### src/rtl/dot_pkg.sv
// Shared definitions for the dot-matrix scan controller: board geometry,
// cell-write opcodes, scan FSM states and the row-select decode.
package dot_pkg;

    localparam int ROWS = 8;
    localparam int COLS = 16;

    localparam logic [1:0] OP_CLR_POS  = 2'b00;
    localparam logic [1:0] OP_SET_POS  = 2'b01;
    localparam logic [1:0] OP_SET_MARK = 2'b10;
    localparam logic [1:0] OP_CLR_MARK = 2'b11;

    typedef enum logic [1:0] {
        SCAN_BLANK = 2'd0,
        SCAN_ON    = 2'd1,
        CLEAR      = 2'd2
    } scan_state_t;

    // Active-low row select: row 0 drives bit 7 low, row 7 drives bit 0 low.
    function automatic logic [7:0] row_select(input logic [2:0] row);
        return ~(8'h80 >> row);
    endfunction

endpackage

### src/rtl/dot_scan_ctrl_tick_gen.sv
// Free-running modulo-DIV counter with a wrap pulse on its last count.
// A synchronous clear holds the counter at zero.
module tick_gen #(
    parameter int DIV = 2500,
    parameter int W   = (DIV > 1) ? $clog2(DIV) : 1
) (
    input  logic         clock,
    input  logic         reset,
    input  logic         clr,
    output logic [W-1:0] count,
    output logic         wrap
);

    assign wrap = (count == W'(DIV - 1));

    // Count 0..DIV-1 and roll over; clear forces the count back to zero.
    always_ff @(posedge clock or posedge reset) begin
        if (reset) begin
            count <= '0;
        end else if (clr) begin
            count <= '0;
        end else if (wrap) begin
            count <= '0;
        end else begin
            count <= count + W'(1);
        end
    end

endmodule

### src/rtl/dot_scan_ctrl.sv
// Dot-matrix scan controller: 8x16 position/mark buffers written through a
// valid/ready port, scanned one row per tick period with a blanking gap,
// mark cells blinking, and an 8-cycle whole-board clear.
module dot_scan_ctrl
    import dot_pkg::*;
#(
    parameter int TICK_DIV  = 2500,
    parameter int BLANK     = 8,
    parameter int BLINK_DIV = 12500000
) (
    input  logic        clock,
    input  logic        reset,
    input  logic        wr_valid,
    output logic        wr_ready,
    input  logic [2:0]  wr_row,
    input  logic [3:0]  wr_col,
    input  logic [1:0]  wr_op,
    input  logic        clr_all,
    output logic [7:0]  dotR,
    output logic [15:0] dotC,
    output logic        frame_start,
    output logic        busy
);

    localparam int TW = (TICK_DIV > 1) ? $clog2(TICK_DIV) : 1;
    localparam int BW = (BLINK_DIV > 1) ? $clog2(BLINK_DIV) : 1;

    scan_state_t     state_r;
    logic [2:0]      row_r;
    logic [2:0]      clr_row_r;
    logic            blink_r;
    logic [COLS-1:0] pos_r  [ROWS];
    logic [COLS-1:0] mark_r [ROWS];

    logic [TW-1:0]   tick_s;
    logic            tick_wrap_s;
    logic            tick_clr_s;
    logic [BW-1:0]   blink_count_unused;
    logic            blink_wrap_s;
    logic            wr_fire_s;

    // The row timer is held at zero while a clear is requested or running,
    // so scanning always restarts at tick 0 of row 0.
    assign tick_clr_s = clr_all || (state_r == CLEAR);
    assign wr_ready   = !reset && (state_r != CLEAR) && !clr_all;
    assign wr_fire_s  = wr_valid && wr_ready;

    tick_gen #(.DIV(TICK_DIV), .W(TW)) u_row_tick (
        .clock (clock),
        .reset (reset),
        .clr   (tick_clr_s),
        .count (tick_s),
        .wrap  (tick_wrap_s)
    );

    tick_gen #(.DIV(BLINK_DIV), .W(BW)) u_blink_tick (
        .clock (clock),
        .reset (reset),
        .clr   (1'b0),
        .count (blink_count_unused),
        .wrap  (blink_wrap_s)
    );

    // Blink phase toggles every blink period regardless of scan state.
    always_ff @(posedge clock or posedge reset) begin
        if (reset) begin
            blink_r <= 1'b0;
        end else if (blink_wrap_s) begin
            blink_r <= ~blink_r;
        end else begin
            blink_r <= blink_r;
        end
    end

    // Row counter advances on each row-period wrap, 7 rolls over to 0.
    always_ff @(posedge clock or posedge reset) begin
        if (reset) begin
            row_r <= 3'd0;
        end else if (tick_clr_s) begin
            row_r <= 3'd0;
        end else if (tick_wrap_s) begin
            row_r <= row_r + 3'd1;
        end else begin
            row_r <= row_r;
        end
    end

    // Buffer storage: clear wipes one row per cycle, otherwise apply writes.
    always_ff @(posedge clock or posedge reset) begin
        if (reset) begin
            for (int r = 0; r < ROWS; r++) begin
                pos_r[r]  <= '0;
                mark_r[r] <= '0;
            end
        end else if ((state_r == CLEAR) && !clr_all) begin
            pos_r[clr_row_r]  <= '0;
            mark_r[clr_row_r] <= '0;
        end else if (wr_fire_s) begin
            case (wr_op)
                OP_CLR_POS: begin
                    pos_r[wr_row][wr_col] <= 1'b0;
                end
                OP_SET_POS: begin
                    pos_r[wr_row][wr_col]  <= 1'b1;
                    mark_r[wr_row][wr_col] <= 1'b0;
                end
                OP_SET_MARK: begin
                    // A mark never overlays a cell that already holds a position.
                    if (!pos_r[wr_row][wr_col]) begin
                        mark_r[wr_row][wr_col] <= 1'b1;
                    end else begin
                        mark_r[wr_row][wr_col] <= mark_r[wr_row][wr_col];
                    end
                end
                OP_CLR_MARK: begin
                    mark_r[wr_row][wr_col] <= 1'b0;
                end
                default: begin
                    pos_r[wr_row][wr_col] <= pos_r[wr_row][wr_col];
                end
            endcase
        end
    end

    // Scan FSM plus registered display outputs derived from the current state.
    always_ff @(posedge clock or posedge reset) begin
        if (reset) begin
            state_r     <= SCAN_BLANK;
            clr_row_r   <= 3'd0;
            dotR        <= 8'hFF;
            dotC        <= 16'h0000;
            frame_start <= 1'b0;
            busy        <= 1'b0;
        end else begin
            case (state_r)
                SCAN_ON: begin
                    dotR <= row_select(row_r);
                    dotC <= pos_r[row_r] | (blink_r ? mark_r[row_r] : 16'h0000);
                end
                default: begin
                    dotR <= 8'hFF;
                    dotC <= 16'h0000;
                end
            endcase
            busy        <= (state_r == CLEAR);
            frame_start <= (state_r != CLEAR) && (tick_s == '0) && (row_r == 3'd0);

            if (clr_all) begin
                state_r   <= CLEAR;
                clr_row_r <= 3'd0;
            end else begin
                case (state_r)
                    SCAN_BLANK: begin
                        if (tick_wrap_s) begin
                            state_r <= SCAN_BLANK;
                        end else if (tick_s == TW'(BLANK - 1)) begin
                            state_r <= SCAN_ON;
                        end else begin
                            state_r <= SCAN_BLANK;
                        end
                    end
                    SCAN_ON: begin
                        if (tick_wrap_s) begin
                            state_r <= SCAN_BLANK;
                        end else begin
                            state_r <= SCAN_ON;
                        end
                    end
                    CLEAR: begin
                        if (clr_row_r == 3'd7) begin
                            state_r   <= SCAN_BLANK;
                            clr_row_r <= 3'd0;
                        end else begin
                            clr_row_r <= clr_row_r + 3'd1;
                        end
                    end
                    default: begin
                        state_r   <= SCAN_BLANK;
                        clr_row_r <= 3'd0;
                    end
                endcase
            end
        end
    end

endmodule

### config.mk
export PLATFORM = sky130hd
export DESIGN_NAME = dot_scan_ctrl
export DESIGN_NICKNAME = d
export VERILOG_FILES = /design/src/rtl/dot_pkg.sv /design/src/rtl/dot_scan_ctrl_tick_gen.sv /design/src/rtl/dot_scan_ctrl.sv
export SDC_FILE = /design/constraint.sdc
export NUM_CORES = 1
export LEC_CHECK = 0
export BUFFER_PORTS_ARGS = -buffer_cell sky130_fd_sc_hd__buf_4
export CAP_MARGIN = 15
export CELL_PAD_IN_SITES_DETAIL_PLACEMENT = 0
export CELL_PAD_IN_SITES_GLOBAL_PLACEMENT = 2
export CORE_AREA = 2 2 230 232
export CTS_BUF_LIST = sky130_fd_sc_hd__clkbuf_4
export CTS_CLUSTER_DIAMETER = 50
export CTS_CLUSTER_SIZE = 12
export DETAILED_ROUTE_END_ITERATION = 8
export DIE_AREA = 0 0 232 234
export GPL_TIMING_DRIVEN = 0
export PLACE_DENSITY_LB_ADDON = 0.05
export SLEW_MARGIN = 20
export SYNTH_ARGS = -nofsm -noshare
export SYNTH_HDL_FRONTEND = slang
export SYNTH_SLANG_ARGS = --single-unit
### constraint.sdc
create_clock -name clock -period 8.27 [get_ports clock]
set_input_delay 0 -clock clock [delete_from_list [all_inputs] [get_ports clock]]
set_output_delay 0 -clock clock [all_outputs]
set_load 0.01 [all_outputs]
# Yosys cells after proc, flatten, opt, wreduce, memory -nomap -nowiden
# Index checks and enable logic that the tools add are counted.
# totals
ff_bits	327
output_inout_bits	27
# op_classes
n_shift	1
muxes	47
eq_ne	12
bitwise_logic	14
add_sub_neg	4
n_lt_le_gt_ge	7
n_reduce_logical	24
# ops
op	n
128-bit 2-to-1 mux	5
128-bit AND	4
128-bit one-hot mux with 2 select lines	2
128-bit inverter	2
128-bit bitwise OR	2
16-bit binary-select mux with 3-bit select	4
16-bit 2-to-1 mux	12
128-bit bitwise mux	1
16-bit demux with 3-bit select	2
24-bit by 1-bit adder with 24-bit output (second input constant)	1
24-bit equality test (second input constant)	1
12-bit 2-to-1 mux	2
24-bit 2-to-1 mux	1
16-bit bitwise OR	1
12-bit by 1-bit adder with 12-bit output (second input constant)	1
12-bit equality test (second input constant)	1
12-bit by 3-bit equality test with 1-bit output (second input constant)	1
4-bit greater-or-equal comparator (second input constant)	3
12-bit logical NOT	1
3-bit 2-to-1 mux	4
3-bit inverter with 4-bit output	3
1-bit logical AND	9
1-bit binary-select mux with 4-bit select	2
4-bit by 1-bit < comparator with 1-bit output (second input constant)	2
other kinds (26)	42

# Longest topological paths before layout
# depth
word_depth	11
ltp_mapped	15
depth_no_buf	7

# Hierarchy
# A second synthesis with hierarchy kept.
# unflattened
hier_cells	2473
hier_area_um2	21911.0
# by_module_without_submodules
module	instances	cells_each	seq_area_each_um2	area_each_um2
dot_scan_ctrl	1	2275	7292.0	19982.9
tick_gen (u_blink_tick)	1	133	600.6	1260.0
tick_gen (u_row_tick)	1	65	300.3	668.1

# Least setup slack after synthesis
# OpenSTA, ideal clock, no wires.
# synth_timing
kind	register to register
start	reg row_r[0]
end	reg row_r[1]
synth_period_minus_slack_ns	2.792
slack_ns	5.478
path_stages_with_launch	9
arrival_ns	2.668
path_cell_list	dfrtp_1 -> buf_2 -> clkbuf_1 -> buf_1 -> clkbuf_1 -> inv_1 -> ha_1 -> mux2i_1 -> nor2_1
# synth_via
elab_chain_len	3
# synth_lines
element	line	text
start: declaration	dot_scan_ctrl.sv:29	logic [2:0] row_r;
start signal: assignment	dot_scan_ctrl.sv:82	row_r <= row_r + 3'd1;
start signal: assignment	dot_scan_ctrl.sv:84	row_r <= row_r;
3-bit by 1-bit adder with 3-bit output	dot_scan_ctrl.sv:82	
3-bit 2-to-1 mux	dot_scan_ctrl.sv:81	end else if (tick_wrap_s) begin
3-bit 2-to-1 mux	dot_scan_ctrl.sv:79	end else if (tick_clr_s) begin
# No other way between the ends. The select of a mux whose other input is x is not followed.
# A chain may end at the register's enable or synchronous reset.

# Final worst setup path
# layout_timing
start	in wr_row[1]
end	reg mark_r[126] in the netlist's numbering
# layout_via
elab_chain_len	11
word_cells_on_any_way	24
classes_between	2 x order compare; 17 x mux; 4 x bitwise; 1 x reduce/logical
# layout_lines
element	line	text
start: declaration	dot_scan_ctrl.sv:15	input logic [2:0] wr_row,
3-bit inverter with 4-bit output (*)	n/a	
16-bit binary-select mux with 3-bit select	dot_scan_ctrl.sv:112	mark_r[wr_row][wr_col] <= mark_r[wr_row][wr_col];
16-bit 2-to-1 mux (implied by the code) (2 in series)	dot_scan_ctrl.sv:112	
1-bit binary-select mux with 4-bit select	dot_scan_ctrl.sv:112	
1-bit 2-to-1 mux (implied by the code)	dot_scan_ctrl.sv:112	
128-bit bitwise mux	dot_scan_ctrl.sv:112	
128-bit 2-to-1 mux	dot_scan_ctrl.sv:109	if (!pos_r[wr_row][wr_col]) begin
128-bit one-hot mux with 2 select lines (*)	dot_scan_ctrl.sv:99	case (wr_op)
128-bit 2-to-1 mux (*)	dot_scan_ctrl.sv:98	end else if (wr_fire_s) begin
128-bit 2-to-1 mux (*)	dot_scan_ctrl.sv:95	end else if ((state_r == CLEAR) && !clr_all) begin
end signal: indexed assignment	dot_scan_ctrl.sv:112	
end: declaration	dot_scan_ctrl.sv:33	logic [COLS-1:0] mark_r [ROWS];
# Mark *: on every way between the ends. The rest lies on a longest branch, timed or not. The select of a mux whose other input is x is not followed.

==> metrics list <==
- The share of the Yosys chip area taken by registers is 44.42%.
* Logic pwr share: 10.7%
- TNS Setup: 0 ns
- Commonest cells after routing, fill and taps aside: 319 x dfrtp_1, 304 x o21ai_0, 163 x nand2_1, 151 x a21oi_1, 120 x o21ai_1
- Top-area cell type share of the netlist area: 43.28%
- Max Fanout on Critical Path: 10
- The first detailed-routing pass took 6 iterations.
- The worst register-to-register path has a depth of 6.
* Initial core utilization: 35.45%
- Overflow left after global routing: 0
- Mux contribution to synthesized area: 16.23%
- Total die area: 0.05429 mm2
* Class of the most critical hold timing path: primary input to register
* RSZ-0062 raised after global routing: false
- Compared with the post-synthesis result, the final layout area differs by 13.59%.
* Simple logic cell fraction of the synthesized area: 9.118%
- In the global route stage, overall resource usage came out at 37.41%.
* Number of setup buffers added after CTS: 0
- Counting along the longest clock path gives a buffer depth of 3.
* Number of slew-limit violations in the final report: 0
* Critical Path AT: 5.38 ns
- Number of DRC markers in iteration 0: 2,431
- Count of clock tree sinks: 327
- Clock share of power: 41.5%
* Net Sw Power: 0.001053 W
- After clock tree synthesis, the repair step resized 0 gates.
- Total Routed Length: 100.8 mm
* Worst Setup End Kind: register
* Core utilization of the finished layout: 40.27%
* Register bit total from synthesis: 327
* Cell Int Power: 0.002298 W
* Total non-filler cell area in the finished layout: 0.02095 mm2
- Clock skew on the completed layout was measured at 0.06208 ns.
- The number of clock buffers added by TritonCTS is 49.
- Met1 WL: 40.04 mm
* Largest net degree at the start of global routing: 33
* Required time at the worst-slack endpoint: 9.07 ns
- Number of distinct standard cells referenced by the synthesized netlist: 40
* Placed wire-length estimate after detailed placement: 69.15 mm
* Total standard cell area after synthesis: 0.01844 mm2
- Share of async-settable or async-resettable flops after synthesis: 100.0%
- The synthesized netlist devotes 0.7463% of its cell area to adder and majority cells.
* Clock latency on the worst-skew pair: 0.92 ns
- H-Tree Depth: 2
* DP Area: 0.01992 mm2
- Type of origin of the critical path: primary input
- The routed design uses 42.34 mm of met2 wire.
- After synthesis, the mean cell area works out to 9.810 um2.
- Number of enable flip-flop cells after synthesis: 0
- In this run the standard cell core region covers 0.05202 mm2.
- Input and output buffers added on the ports amount to 38.
* Number of global-route vias before repair: 17.37k
- Registers are responsible for 47.9% of the overall power.
- Number of cells produced by synthesis: 1,880
- Power spread over the standard cell area amounts to 159.9 mW/mm2.
- Dividing the detail-routed wire length by the instance count gives 36.89 um.
* Top Ports: 40
- Met3 wire length: 11.98 mm
- The final hold violation count came to 0.
- Synth area leaders: dfrtp_1 43%, mux4_2 12%, o21ai_0 8.2%
- In this run the static leakage power is 8.193 nW.
* Antenna violations before repair: 3
* Synth Area in XOR/XNOR: 1.615%
- The critical path is of the primary input to register type.
- Final Wtd Congestion: 1.002
- The cell sitting at the root of the clock tree is a clkbuf_4.
* Predominant post-synthesis flop cell: dfrtp_1
* Total of warnings raised by yosys: 0
- Status: complete, no violations
- Time the worst path needs with I/O delays and setup: 4.581 ns
- Overall power consumption after layout is estimated at 0.003351 W.
- Clock transition at the registers of the reported paths: 0.13 ns
* Share of the cycle needed by the critical path after routing: 55.39%
- The floorplan step set the die width to 232 um.
* Number of design rule violations left after detail routing: 0
- Summing the areas of all compound-gate instances in the mapped netlist gives 23.26% of the synthesized area.
- Of the cells placed in the final design, the portion with a size suffix greater than 1 is 16.23%.
- Using the TritonRoute via totals, the vias-per-cell ratio works out to 6.565.
- IR analysis of the VDD net gives a maximum drop of 0.09577 mV.
- Cell type contributing the most total cell area after synthesis: dfrtp_1
- The worst hold path passes through 6 cells.
- For the pin with the worst max-slew slack, the measured transition is 1.350 ns.
* Die Span Y: 234 um
- Wire length of the first global-routing pass: 138.6 mm
* Sw Ratio: 31.43%
- For this run, the post-layout net count is 2,022.
- Uppermost routed layer: met4
- Static timing analysis puts the maximum clock frequency at 218.3 MHz.
- In this run the remaining antenna-violating nets after routing total 0.
- The number of hold buffers added after CTS was 13.
- Commonest non-fill, non-tap cell in the layout: dfrtp_1
* Count of endpoints failing setup in the final report: 0
* Total nets after synthesis: 1,904
* Via count: 17.93k
* Placement Rows: 84
* Clock tree from TritonCTS: done
* Main combinational cell family by area after synthesis: compound AO/OA/AOI/OAI gates
- The tool flagged a number of max-cap violations equal to 0.
* Worst slew margin relative to its limit: 9.827%
through the flow:
step | hold slack (ns) | worst slack, ns | instances
after floorplan | 0.06243 | 3.912 | 1880
after global placement | 0.2314 | 1.376 | 2606
after detailed placement | 0.02898 | 3.267 | 2621
after CTS | 0.04313 | 4.149 | 2726
after global routing | 0.1148 | 3.979 | 2728
final | 0.1015 | 3.689 | 2731
cell usage after synthesis, drive strengths merged, types with 5 or more instances:
master	count
and3	6
nand3	28
nor4	5
a31oi	47
ha	11
and2	5
xnor2	13
or2	20
clkbuf	120
o211ai	89
inv	12
mux2	8
a21oi	155
mux4	100
dfstp	8
a22oi	33
xor2	21
buf	59
o22ai	20
nand4	12
nor3	28
nand2	163
nor2b	9
mux2i	65
dfrtp	319
nand2b	21
nor2	65
o21ai	424
path summary, 6_finish.rpt:
| check | start | endpoint | slack, ns |
|---|---|---|---|
| worst min-delay path | wr_col[3] | mark_r[41]$_DFFE_PP0P_ | 0.10 |
| max in group asynchronous | reset | asynchronous set/reset pin | 6.82 |
| min in group asynchronous | reset | mark_r[16]$_DFFE_PP0P_ | 0.23 |
| worst min register to register | u_row_tick.count[0]$_DFF_PP0_ | u_row_tick.count[0]$_DFF_PP0_ | 0.50 |
| worst max register to register | row_r[1]$_DFFE_PP0P_ | dotC[7]$_DFF_PP0_ | 4.35 |
| worst max-delay path | wr_row[1] | mark_r[126]$_DFFE_PP0P_ | 3.69 |
routing by layer:
metal  track usage [%]  vias up
met1             49.50     9046
met3             11.86      340
met4             21.27        0
li1                  -     7291
met5            0.1786        -
met2             53.98     1251
final cells by class:
| class | count | area [um2] |
|---|---|---|
| Multi-Input combinational cell | 1362 | 9445 |
| Inverter | 12 | 48.80 |
| Timing Repair Buffer | 67 | 705.7 |
| Clock buffer | 53 | 397.9 |
| Tap cell | 688 | 860.8 |
| Buffer | 179 | 824.5 |
| Sequential cell | 327 | 8193 |
| Fill cell | 5296 | 31080 |
| Antenna cell | 4 | 10.01 |
| Clock inverter | 39 | 462.9 |
power groups by stage:
| stage | logic (W) | registers [W] | clock network, W |
|---|---|---|---|
| after global routing | 0.000363 | 0.00160 | 0.00146 |
| final | 0.000358 | 0.00160 | 0.00139 |
| after floorplan | 0.000156 | 0.00163 | 0 |
| after global placement | 0.000320 | 0.00164 | 0 |
| after CTS | 0.000341 | 0.00160 | 0.00140 |
| after detailed placement | 0.000336 | 0.00163 | 0 |
logic make-up after synthesis:
logic type,Yosys count
DFF,327
and+or+nand+nor,369
adders and majority gates,11
muxes,173
buffers and inverters,191
AOI/OAI and AO/OA,775
xor gates and xnor gates,34
critical path, cell delays in order:
cell and delay [ns]:
buf_4 0.13, buf_2 0.29, buf_2 0.35, buf_2 0.35, nor2_1 0.99, clkbuf_1 1.05
a22oi_1 0.24, nand3_1 0.23, nand4_1 0.33, nand4_1 0.21, a211o_1 0.17, buf_6 0.19
buf_6 0.18, o21ai_1 0.08, dlygate4sd3_1 0.55
(Power assumes the default switching activity.)
